--- config.mk ---
export PLATFORM = sky130hd
export DESIGN_NAME = psum_accum_flat
export DESIGN_NICKNAME = d
export VERILOG_FILES = /design/src/rtl/psum_pkg.sv /design/src/rtl/psum_accum_if.sv /design/src/rtl/psum_sat.sv /design/src/rtl/psum_accum.sv /design/src/flat_wrapper.sv
export SDC_FILE = /design/constraint.sdc
export NUM_CORES = 1
export LEC_CHECK = 0
export ABC_AREA = 0
export CAP_MARGIN = 10
export CORE_ASPECT_RATIO = 1.25
export CORE_MARGIN = 8
export CORE_UTILIZATION = 40
export CTS_CLUSTER_DIAMETER = 40
export DETAILED_ROUTE_END_ITERATION = 16
export RECOVER_POWER = 50
export SLEW_MARGIN = 20
export SYNTH_ARGS = -nofsm -noshare
export SYNTH_HDL_FRONTEND = slang
export SYNTH_SLANG_ARGS = --single-unit
--- constraint.sdc ---
create_clock -name clk -period 5 [get_ports clk]
set_clock_uncertainty 0.1 [all_clocks]
set_input_delay 1 -clock clk [delete_from_list [all_inputs] [get_ports clk]]
set_output_delay 1 -clock clk [all_outputs]
set_load 0.03 [all_outputs]
--- src/rtl/psum_pkg.sv ---
// Shared defaults, FSM encoding and saturation limits for the partial-sum accumulator.
package psum_pkg;

  localparam int unsigned DATA_WIDTH_DEF = 25;
  localparam int unsigned ACC_WIDTH_DEF  = 32;

  typedef enum logic [1:0] {
    StIdle = 2'd0,
    StRun  = 2'd1,
    StOut  = 2'd2
  } state_e;

  function automatic longint sat_max(int unsigned dw);
    return (longint'(1) << (dw - 1)) - longint'(1);
  endfunction

  function automatic longint sat_min(int unsigned dw);
    return -(longint'(1) << (dw - 1));
  endfunction

  localparam longint SAT_MAX_DEF = sat_max(DATA_WIDTH_DEF);
  localparam longint SAT_MIN_DEF = sat_min(DATA_WIDTH_DEF);

endpackage

--- src/rtl/psum_accum_if.sv ---
// Upstream FIFO read port and downstream valid/ready result port of psum_accum.
interface psum_accum_if #(
  parameter int unsigned DATA_WIDTH = psum_pkg::DATA_WIDTH_DEF
);
  logic                  fifo_empty;
  logic                  fifo_rd_en;
  logic [DATA_WIDTH-1:0] fifo_data;
  logic [DATA_WIDTH-1:0] out_data;
  logic                  out_valid;
  logic                  out_ready;

  modport master (
    input  fifo_empty,
    input  fifo_data,
    input  out_ready,
    output fifo_rd_en,
    output out_data,
    output out_valid
  );

  modport slave (
    output fifo_empty,
    output fifo_data,
    output out_ready,
    input  fifo_rd_en,
    input  out_data,
    input  out_valid
  );
endinterface

--- src/rtl/psum_sat.sv ---
// Clamps a signed accumulator value into the signed DATA_WIDTH output range.
module psum_sat
  import psum_pkg::*;
#(
  parameter int unsigned ACC_WIDTH  = ACC_WIDTH_DEF,
  parameter int unsigned DATA_WIDTH = DATA_WIDTH_DEF
) (
  input  logic signed [ACC_WIDTH-1:0]  acc_i,
  output logic signed [DATA_WIDTH-1:0] sat_o
);

  localparam logic signed [ACC_WIDTH-1:0] Hi = ACC_WIDTH'(sat_max(DATA_WIDTH));
  localparam logic signed [ACC_WIDTH-1:0] Lo = ACC_WIDTH'(sat_min(DATA_WIDTH));

  always_comb begin
    sat_o = acc_i[DATA_WIDTH-1:0];
    if (acc_i > Hi) begin
      sat_o = Hi[DATA_WIDTH-1:0];
    end else if (acc_i < Lo) begin
      sat_o = Lo[DATA_WIDTH-1:0];
    end
  end

endmodule

--- src/rtl/psum_accum.sv ---
// Pops acc_len psums per output from an upstream FIFO, sums them, and hands out num_out
// saturated results over valid/ready; done pulses in the first IDLE cycle after the last one.
module psum_accum
  import psum_pkg::*;
#(
  parameter int unsigned DATA_WIDTH = DATA_WIDTH_DEF,
  parameter int unsigned ACC_WIDTH  = ACC_WIDTH_DEF
) (
  input  logic             clk,
  input  logic             rst,
  input  logic             start,
  input  logic [7:0]       acc_len,
  input  logic [7:0]       num_out,
  output logic             busy,
  output logic             done,
  psum_accum_if.master     bus
);

  state_e                       state_q, state_d;
  logic signed [ACC_WIDTH-1:0]  acc_q, acc_d, acc_sum;
  logic [7:0]                   issued_q, issued_d;
  logic [7:0]                   recv_q, recv_d;
  logic [7:0]                   len_q, len_d;
  logic [7:0]                   rem_q, rem_d;
  logic                         rd_pend_q, rd_pend_d;
  logic [DATA_WIDTH-1:0]        out_data_q, out_data_d;
  logic                         out_valid_q, out_valid_d;
  logic                         done_q, done_d;
  logic signed [DATA_WIDTH-1:0] sat_val;
  logic                         rd_en;

  // Gated by rst so no word is popped from a FIFO that is being cleared in the same cycle.
  assign rd_en   = !rst && (state_q == StRun) && !bus.fifo_empty && (issued_q < len_q);
  assign acc_sum = acc_q + {{(ACC_WIDTH - DATA_WIDTH){bus.fifo_data[DATA_WIDTH-1]}},
                            bus.fifo_data};

  psum_sat #(
    .ACC_WIDTH  (ACC_WIDTH),
    .DATA_WIDTH (DATA_WIDTH)
  ) u_sat (
    .acc_i (acc_sum),
    .sat_o (sat_val)
  );

  always_comb begin
    state_d     = state_q;
    acc_d       = acc_q;
    issued_d    = issued_q;
    recv_d      = recv_q;
    len_d       = len_q;
    rem_d       = rem_q;
    rd_pend_d   = 1'b0;
    out_data_d  = out_data_q;
    out_valid_d = out_valid_q;
    done_d      = 1'b0;
    unique case (state_q)
      StIdle: begin
        if (start && (acc_len != 8'd0) && (num_out != 8'd0)) begin
          state_d  = StRun;
          len_d    = acc_len;
          rem_d    = num_out;
          acc_d    = '0;
          issued_d = 8'd0;
          recv_d   = 8'd0;
        end
      end
      StRun: begin
        rd_pend_d = rd_en;
        if (rd_en) begin
          issued_d = issued_q + 8'd1;
        end
        // The final word is summed and saturated straight into the output register.
        if (rd_pend_q) begin
          acc_d  = acc_sum;
          recv_d = recv_q + 8'd1;
          if (recv_q + 8'd1 == len_q) begin
            state_d     = StOut;
            out_data_d  = sat_val;
            out_valid_d = 1'b1;
          end
        end
      end
      StOut: begin
        if (bus.out_ready) begin
          out_valid_d = 1'b0;
          acc_d       = '0;
          issued_d    = 8'd0;
          recv_d      = 8'd0;
          rem_d       = rem_q - 8'd1;
          if (rem_q == 8'd1) begin
            state_d = StIdle;
            done_d  = 1'b1;
          end else begin
            state_d = StRun;
          end
        end
      end
      default: state_d = StIdle;
    endcase
  end

  always_ff @(posedge clk) begin
    if (rst) begin
      state_q     <= StIdle;
      acc_q       <= '0;
      issued_q    <= 8'd0;
      recv_q      <= 8'd0;
      len_q       <= 8'd0;
      rem_q       <= 8'd0;
      rd_pend_q   <= 1'b0;
      out_data_q  <= '0;
      out_valid_q <= 1'b0;
      done_q      <= 1'b0;
    end else begin
      state_q     <= state_d;
      acc_q       <= acc_d;
      issued_q    <= issued_d;
      recv_q      <= recv_d;
      len_q       <= len_d;
      rem_q       <= rem_d;
      rd_pend_q   <= rd_pend_d;
      out_data_q  <= out_data_d;
      out_valid_q <= out_valid_d;
      done_q      <= done_d;
    end
  end

  assign bus.fifo_rd_en = rd_en;
  assign bus.out_data   = out_data_q;
  assign bus.out_valid  = out_valid_q;
  assign busy           = (state_q != StIdle);
  assign done           = done_q;

endmodule
--- src/flat_wrapper.sv ---
// flat-port wrapper written by rule: the top's interface ports become plain ports
module psum_accum_flat import psum_pkg::*;
#(
  parameter int unsigned DATA_WIDTH = DATA_WIDTH_DEF,
  parameter int unsigned ACC_WIDTH  = ACC_WIDTH_DEF
)
  (clk, rst, start, acc_len, num_out, busy, done, bus_fifo_empty, bus_fifo_data, bus_out_ready, bus_fifo_rd_en, bus_out_data, bus_out_valid);
  psum_accum_if #(.DATA_WIDTH(DATA_WIDTH)) bus_i ();
  input  logic clk;
  input  logic rst;
  input  logic start;
  input  logic [7:0] acc_len;
  input  logic [7:0] num_out;
  output logic busy;
  output logic done;
  input wire logic [$bits(bus_i.fifo_empty)-1:0] bus_fifo_empty;
  input wire logic [$bits(bus_i.fifo_data)-1:0] bus_fifo_data;
  input wire logic [$bits(bus_i.out_ready)-1:0] bus_out_ready;
  output wire logic [$bits(bus_i.fifo_rd_en)-1:0] bus_fifo_rd_en;
  output wire logic [$bits(bus_i.out_data)-1:0] bus_out_data;
  output wire logic [$bits(bus_i.out_valid)-1:0] bus_out_valid;
  assign bus_i.fifo_empty = bus_fifo_empty;
  assign bus_i.fifo_data = bus_fifo_data;
  assign bus_i.out_ready = bus_out_ready;
  assign bus_fifo_rd_en = bus_i.fifo_rd_en;
  assign bus_out_data = bus_i.out_data;
  assign bus_out_valid = bus_i.out_valid;
  psum_accum #(.DATA_WIDTH(DATA_WIDTH), .ACC_WIDTH(ACC_WIDTH)) u_core (.clk(clk), .rst(rst), .start(start), .acc_len(acc_len), .num_out(num_out), .busy(busy), .done(done), .bus(bus_i));
endmodule
==> results.json, run 1 <==
{
  "rrSetupSlack_ns": 1.29,
  "synth-edff-count": 0,
  "portBuffers": 74,
  "synth_top_family_by_area": "compound AO/OA/AOI/OAI gates",
  "critical_path.max_fanout": 24,
  "synth_mux_area_share_pct": 2.03,
  "yosys_warnings": 0,
  "nNetsFinal": 968,
  "end_kind": "flip-flop",
  "clkSinkCount": 94,
  "violations": "capacitance limit, slew limit",
  "grt_pass1_vias": 6026,
  "fin_ws_ns": 0.519,
  "synthArstFlopShare_pct": 0,
  "place_hpwl_um": 13700,
  "clkTransAtPathRegs_ns": 0.07,
  "worstMarginPinSlew_ns": 1.63,
  "grt_setup_unrepaired": "false",
  "gr-total-overflow": 0,
  "dr.pass1.iters": 4,
  "setup_viol": 0,
  "whs_ns": 0.353,
  "antenna_cells": 0,
  "hp-class": "reg2reg",
  "dp.cells": 1084,
  "post-cts-setup-buffers": 0,
  "critPathKind": "in2reg",
  "gp_congestion": 0.910,
  "yosys.cell_count.top_type": "nor2_1",
  "die_x_um": 130,
  "finalWirelength_um": 18600,
  "synth_flop_cell": "dfxtp_1",
  "start_util_pct": 40.5,
  "pre_cts_slack_ns": 0.142,
  "synth_cell_types": 76,
  "synth_area_per_cell_um2": 7.80,
  "crit_required_ns": 5.10,
  "core_um2": 16000,
  "cp-start-kind": "primary input",
  "netlist_area_um2": 6470,
  "grt_pass1_wl_um": 30500,
  "grt_max_degree": 90,
  "drv_slew": 26,
  "io_pins": 75,
  "yosysSeqAreaShare_pct": 29.1,
  "slew-limit-headroom_pct": -9.57,
  "drive_above_1_share_pct": 7.81,
  "cellPowerDensity_nw_per_um2": 225,
  "max_freq_ghz": 0.223,
  "yosysTopAreaCell": "dfxtp_1",
  "numCtsBuffers": 9,
  "ctsHoldBuffers": 0,
  "gr-usage-all-layers_pct": 18.6,
  "cts_resized": 0,
  "worst_path_max_delay_cell": "a41oi_4",
  "cp.arrival_ns": 4.58,
  "root_buffer": "clkbuf_16",
  "cp_cell_sequence": "clkdlybuf4s50_1 -> ha_1 -> fa_1 -> a21oi_1 -> nand4b_1 -> a21oi_2 -> a211o_1 -> a2111oi_2 -> o21ba_2 -> nor2_2 -> a41oi_4 -> o21ai_0",
  "vias": 6190,
  "syn_nets": 919,
  "fp-row-count": 52,
  "p_leak_uw": 0.00295,
  "fin_crit_sh_pct": 89.6,
  "synth_compound_area_share_pct": 27.6,
  "clk_path_buf_depth": 2,
  "h-tree-depth": 3,
  "final_util_pct": 47.4,
  "grt_antenna_before_repair": 0,
  "period_needed_ns": 4.48,
  "drc_errors": 0,
  "wire_per_inst_um": 16.9,
  "cts_tree": "yes",
  "fillers": 1641,
  "worst_skew_pair.late_latency_ns": 0.35,
  "final-hold-violation-count": 0,
  "synthSimpleGateAreaFrac_pct": 23.7,
  "dieHeight_um": 158,
  "viasPerCell": 5.63,
  "syn_to_final_growth_pct": 17.2,
  "synth-adder-area-share_pct": 8.43,
  "drtIter0Drc": 360,
  "synthCells": 830,
  "peakVddDrop_mv": 0.124,
  "synth_top_area_share_pct": 29.1,
  "yosys-top-cells-area": "dfxtp_1 29%, nor2_1 8.3%, ha_1 8.1%",
  "critical-path-max-stage-delay_ns": 0.74,
  "status": "finished with violations",
  "ys_seq_elements": 94,
  "drt.antenna.violating_nets": 0,
  "synthXorXnorAreaFrac_pct": 4.54,
  "fin_cells": 1100,
  "setup_tns_ns": 0,
  "maxCapViolCount": 1,
  "yosys-top-cells-count": "143 x nor2_1, 94 x dfxtp_1, 73 x nand2_1, 54 x a21oi_1, 42 x ha_1",
  "dieArea_um2": 20500
}
## critical path: cells and delay by family
family	cells	cell delay [ns]
fa+ha+maj	2	0.64
compound gates	7	2.26
simple gates	2	0.25
buf+inv	1	0.41
## per-layer routing
layer | wire, µm | global-route usage [%]
met1 | 8450 | 23.1
met2 | 9030 | 31.4
met3 | 687 | 2.80
met4 | 406 | 7.32
met5 | 0 | 0
## flip-flops by register name (all words and copies together), names as in the netlist
name / count
u_core.state_q: 2
u_core.rd_pend_q: 1
u_core.bus.out_valid: 1
u_core.done: 1
u_core.issued_q: 8
u_core.recv_q: 8
u_core.bus.out_data: 25
u_core.len_q: 8
u_core.acc_q: 32
u_core.rem_q: 8
## report_power, final
part | total (µW) | internal, µW | switching (µW)
Clock | 665 | 352 | 314
Sequential | 777 | 763 | 14.2
Combinational | 269 | 109 | 159
Total | 1710 | 1220 | 487
## metrics by stage
step / total power [µW] / instance area [µm²]
4_1_cts: 1730 / 7600
2_1_floorplan: 970 / 6470
3_3_place_gp: 1060 / 7330
6_report: 1710 / 7590
5_1_grt: 1790 / 7590
3_5_place_dp: 1060 / 7330
## cell usage in the layout (no fill, tap or decap), types with 9 or more instances in the layout
| cell | count |
|---|---|
| clkdlybuf4s50_1 | 44 |
| o21ai_1 | 14 |
| a22oi_1 | 31 |
| xnor2_1 | 17 |
| dfxtp_1 | 94 |
| buf_4 | 9 |
| o21a_1 | 10 |
| xor2_1 | 14 |
| or3_1 | 9 |
| nor2_1 | 142 |
| o211ai_1 | 31 |
| nand3_1 | 17 |
| o21ai_0 | 40 |
| clkbuf_16 | 9 |
| inv_1 | 15 |
| nand2_1 | 73 |
| o21ai_2 | 11 |
| dlygate4sd3_1 | 29 |
| a21oi_1 | 54 |
| mux2i_1 | 12 |
| nor3_1 | 17 |
| ha_1 | 42 |
| a21o_1 | 10 |
## cell families after synthesis
logic type / after synthesis
muxes: 13
adders and majority gates: 43
and+or+nand+nor: 328
DFF: 94
xor gates and xnor gates: 32
AOI/OAI and AO/OA: 258
buffers and inverters: 62
## layout make-up
cell class                 instances  area (µm²)  area share (%)
clock buffer                      11         243            3.20
clock inverter                     5        33.8           0.445
inverter                          15        56.3           0.742
multi-input combinational        674        4290            56.5
sequential                        94        1880            24.8
tap                              216         270            3.56
timing repair buffer              85         812            10.7
## final timing paths
path,start,endpoint,depth (start not counted)
hold / removal,u_core.bus.out_valid,u_core.bus.out_valid,2
setup reg to reg,u_core.acc_q[0],u_core.bus.out_data[14],11
hold reg to reg,u_core.bus.out_valid,u_core.bus.out_valid,2
setup / recovery,bus_fifo_data[0],u_core.bus.out_data[14],12
Note: power is estimated with default switching activity, not from simulation.
==> run 2: changes to the inputs <==
SYNTH_HIERARCHICAL = 1   (was unset)
clock period = 5.81 ns   (was 5 ns; I/O delays follow)
==> run 2 against run 1 <==
First-iteration DRC count is 6.9% lower. Setup slack better by 0.045 ns. Hold slack better by 0.0082 ns. Largest cell class unchanged. Total power is 1.2% lower. Die area is 4.6% lower. Non-clock buffer count is 6 lower. The run still ends with capacitance limit, slew limit left. Combinational power is 41% higher. Core utilization is 0.70 points higher. Critical path type is now in2out. Global-route usage is 1.4 points lower. Register-to-register slack better by 0.27 ns. Critical endpoint is now bus_fifo_rd_en.
==> results.json, run 2 <==
{
  "drc_errors": 0,
  "yosysSeqAreaShare_pct": 30.6,
  "ys_seq_elements": 94,
  "pre_cts_slack_ns": 0.217,
  "p_int_uw": 1190,
  "gp_congestion": 0.868,
  "drv_slew": 28,
  "cts_resized": 0,
  "critPathKind": "in2out",
  "grt_pass1_vias": 5509,
  "synthCells": 733,
  "synthArstFlopShare_pct": 0,
  "clkSinkCount": 94,
  "post-cts-setup-buffers": 0,
  "p_leak_uw": 0.00305,
  "setup_viol": 0,
  "synth_top_family_by_area": "compound AO/OA/AOI/OAI gates",
  "wire_per_inst_um": 17.4,
  "max_freq_ghz": 0.191,
  "synth_cell_types": 67,
  "multi_input_area_um2": 3930,
  "root_buffer": "clkbuf_16",
  "nNetsFinal": 861,
  "status": "finished with violations",
  "peakVddDrop_mv": 0.160,
  "swShare_pct": 29.4,
  "switchingPower_uw": 497,
  "dp.cells": 943,
  "setup_tns_ns": 0,
  "vias": 5457,
  "fin_ws_ns": 0.564,
  "grt_max_degree": 70,
  "end_kind": "primary output",
  "cts_tree": "yes",
  "viasPerCell": 5.69,
  "h-tree-depth": 3,
  "synthSimpleGateAreaFrac_pct": 17.0,
  "period_needed_ns": 5.25,
  "ff_latch_area_um2": 1880,
  "met2_usage_pct": 30.5,
  "dr.pass1.iters": 4,
  "worstMarginPinSlew_ns": 2.02,
  "ctsHoldBuffers": 0,
  "cellPowerDensity_nw_per_um2": 234,
  "dieArea_um2": 19600,
  "dieHeight_um": 155,
  "largest_reg_flops": 32,
  "drt.antenna.violating_nets": 0,
  "netlist_area_um2": 6140,
  "syn_to_final_growth_pct": 17.6,
  "grt_antenna_before_repair": 0,
  "slew-limit-headroom_pct": -34.6,
  "portBuffers": 74,
  "yosys-top-cells-count": "94 x dfxtp_1, 87 x nor2_1, 60 x a21oi_1, 43 x nand2_1, 42 x ha_1",
  "power.share.sequential_pct": 40.4,
  "critical_path.max_fanout": 11,
  "use_met1_pct": 19.5,
  "worst_skew_pair.late_latency_ns": 0.35,
  "final_common_cell": "dfxtp_1",
  "fin_cells": 959,
  "antenna_cells": 0,
  "synth_compound_area_share_pct": 25.3,
  "yosys.cell_count.top_type": "dfxtp_1",
  "clkTransAtPathRegs_ns": 0.06,
  "synth-edff-count": 0,
  "numCtsBuffers": 9,
  "synthXorXnorAreaFrac_pct": 6.40,
  "final-hold-violation-count": 0,
  "io_pins": 75,
  "synth_mux_area_share_pct": 5.87,
  "start_util_pct": 40.9,
  "place_hpwl_um": 12600,
  "drive_above_1_share_pct": 6.31,
  "grt_pass1_wl_um": 27500,
  "busiest_layer": "met2",
  "fillers": 1488,
  "clk_path_buf_depth": 2,
  "fp-row-count": 50,
  "fin_crit_sh_pct": 90.3,
  "grt_setup_unrepaired": "false",
  "synth_area_per_cell_um2": 8.38,
  "yosys_warnings": 6,
  "yosysTopAreaCell": "dfxtp_1",
  "gr-usage-all-layers_pct": 17.2,
  "clockPowerShare_pct": 37.2,
  "comb_power_share_pct": 22.5,
  "cp.arrival_ns": 3.98,
  "synth_top_area_share_pct": 30.6,
  "layout_common_cells": "94 x dfxtp_1, 86 x nor2_1, 60 x a21oi_1",
  "violations": "capacitance limit, slew limit",
  "yosys-top-cells-area": "dfxtp_1 31%, ha_1 8.6%, mux2i_1 5.9%",
  "gr-total-overflow": 0,
  "hp-class": "reg2reg",
  "grtUsageMet3_pct": 3.44,
  "cp-start-kind": "primary input",
  "die_x_um": 127,
  "synth-adder-area-share_pct": 9.04,
  "drtIter0Drc": 335,
  "synth_flop_cell": "dfxtp_1",
  "crit_required_ns": 4.55,
  "regMostFlops": "u_core/acc_q",
  "finalWirelength_um": 16700,
  "core_um2": 15000,
  "maxCapViolCount": 1,
  "whs_ns": 0.361,
  "syn_nets": 822,
  "total_power_uw": 1690
}
-- run 2: path summary, 6_finish.rpt --
kind | from | cells after the start | end | slack, ns
worst max-delay path | num_out[2] | 8 | bus_fifo_rd_en | 0.56
worst min-delay path | u_core/acc_q[6] | 2 | u_core/acc_q[6] | 0.36
worst max register to register | u_core/acc_q[0] | 16 | u_core/bus.out_data[0] | 1.56
worst min register to register | u_core/acc_q[6] | 2 | u_core/acc_q[6] | 0.36
-- run 2: critical path, stage by stage --
cell and delay, ns:
dlygate4sd3_1 0.55, or4_1 0.52, o21ai_0 0.33, a21oi_1 0.15, o32ai_1 0.15, a21oi_1 0.27, and2_1 0.26, clkdlybuf4s50_1 0.59
-- run 2: cell type report --
class | instances | share of cell area, %
Inverter | 27 | 1.40
Clock buffer | 12 | 3.69
Clock inverter | 4 | 0.728
Multi-Input combinational cell | 561 | 54.4
Timing Repair Buffer | 79 | 10.6
Sequential cell | 94 | 26.1
Tap cell | 182 | 3.15
-- run 2: cells by family (layout without fill, tap and decap cells) --
| group | after synthesis | in the layout |
|---|---|---|
| muxes | 36 | 36 |
| AOI/OAI and AO/OA | 219 | 219 |
| buffers and inverters | 78 | 122 |
| DFF | 94 | 94 |
| and+or+nand+nor | 218 | 218 |
| adders and majority gates | 44 | 44 |
| xor gates and xnor gates | 44 | 44 |
-- run 2: through the flow --
step / instance area (µm²) / util (%)
5_1_grt: 7220 / 48.1
3_3_place_gp: 6900 / 46.0
6_report: 7220 / 48.1
3_5_place_dp: 6900 / 46.0
4_1_cts: 7220 / 48.1
2_1_floorplan: 6140 / -
-- run 2: power groups by stage --
stage	clock network, µW	registers, µW	logic (µW)
floorplan	0	691	287
global placement	0	696	372
detailed placement	0	697	379
CTS	647	682	381
global route	676	685	418
finish	628	682	380
-- run 2: per-layer routing --
metal	up-vias	wire (µm)
li1	2722	-
met2	113	8460
met5	-	0
met4	0	428
met1	2592	7230
met3	30	561
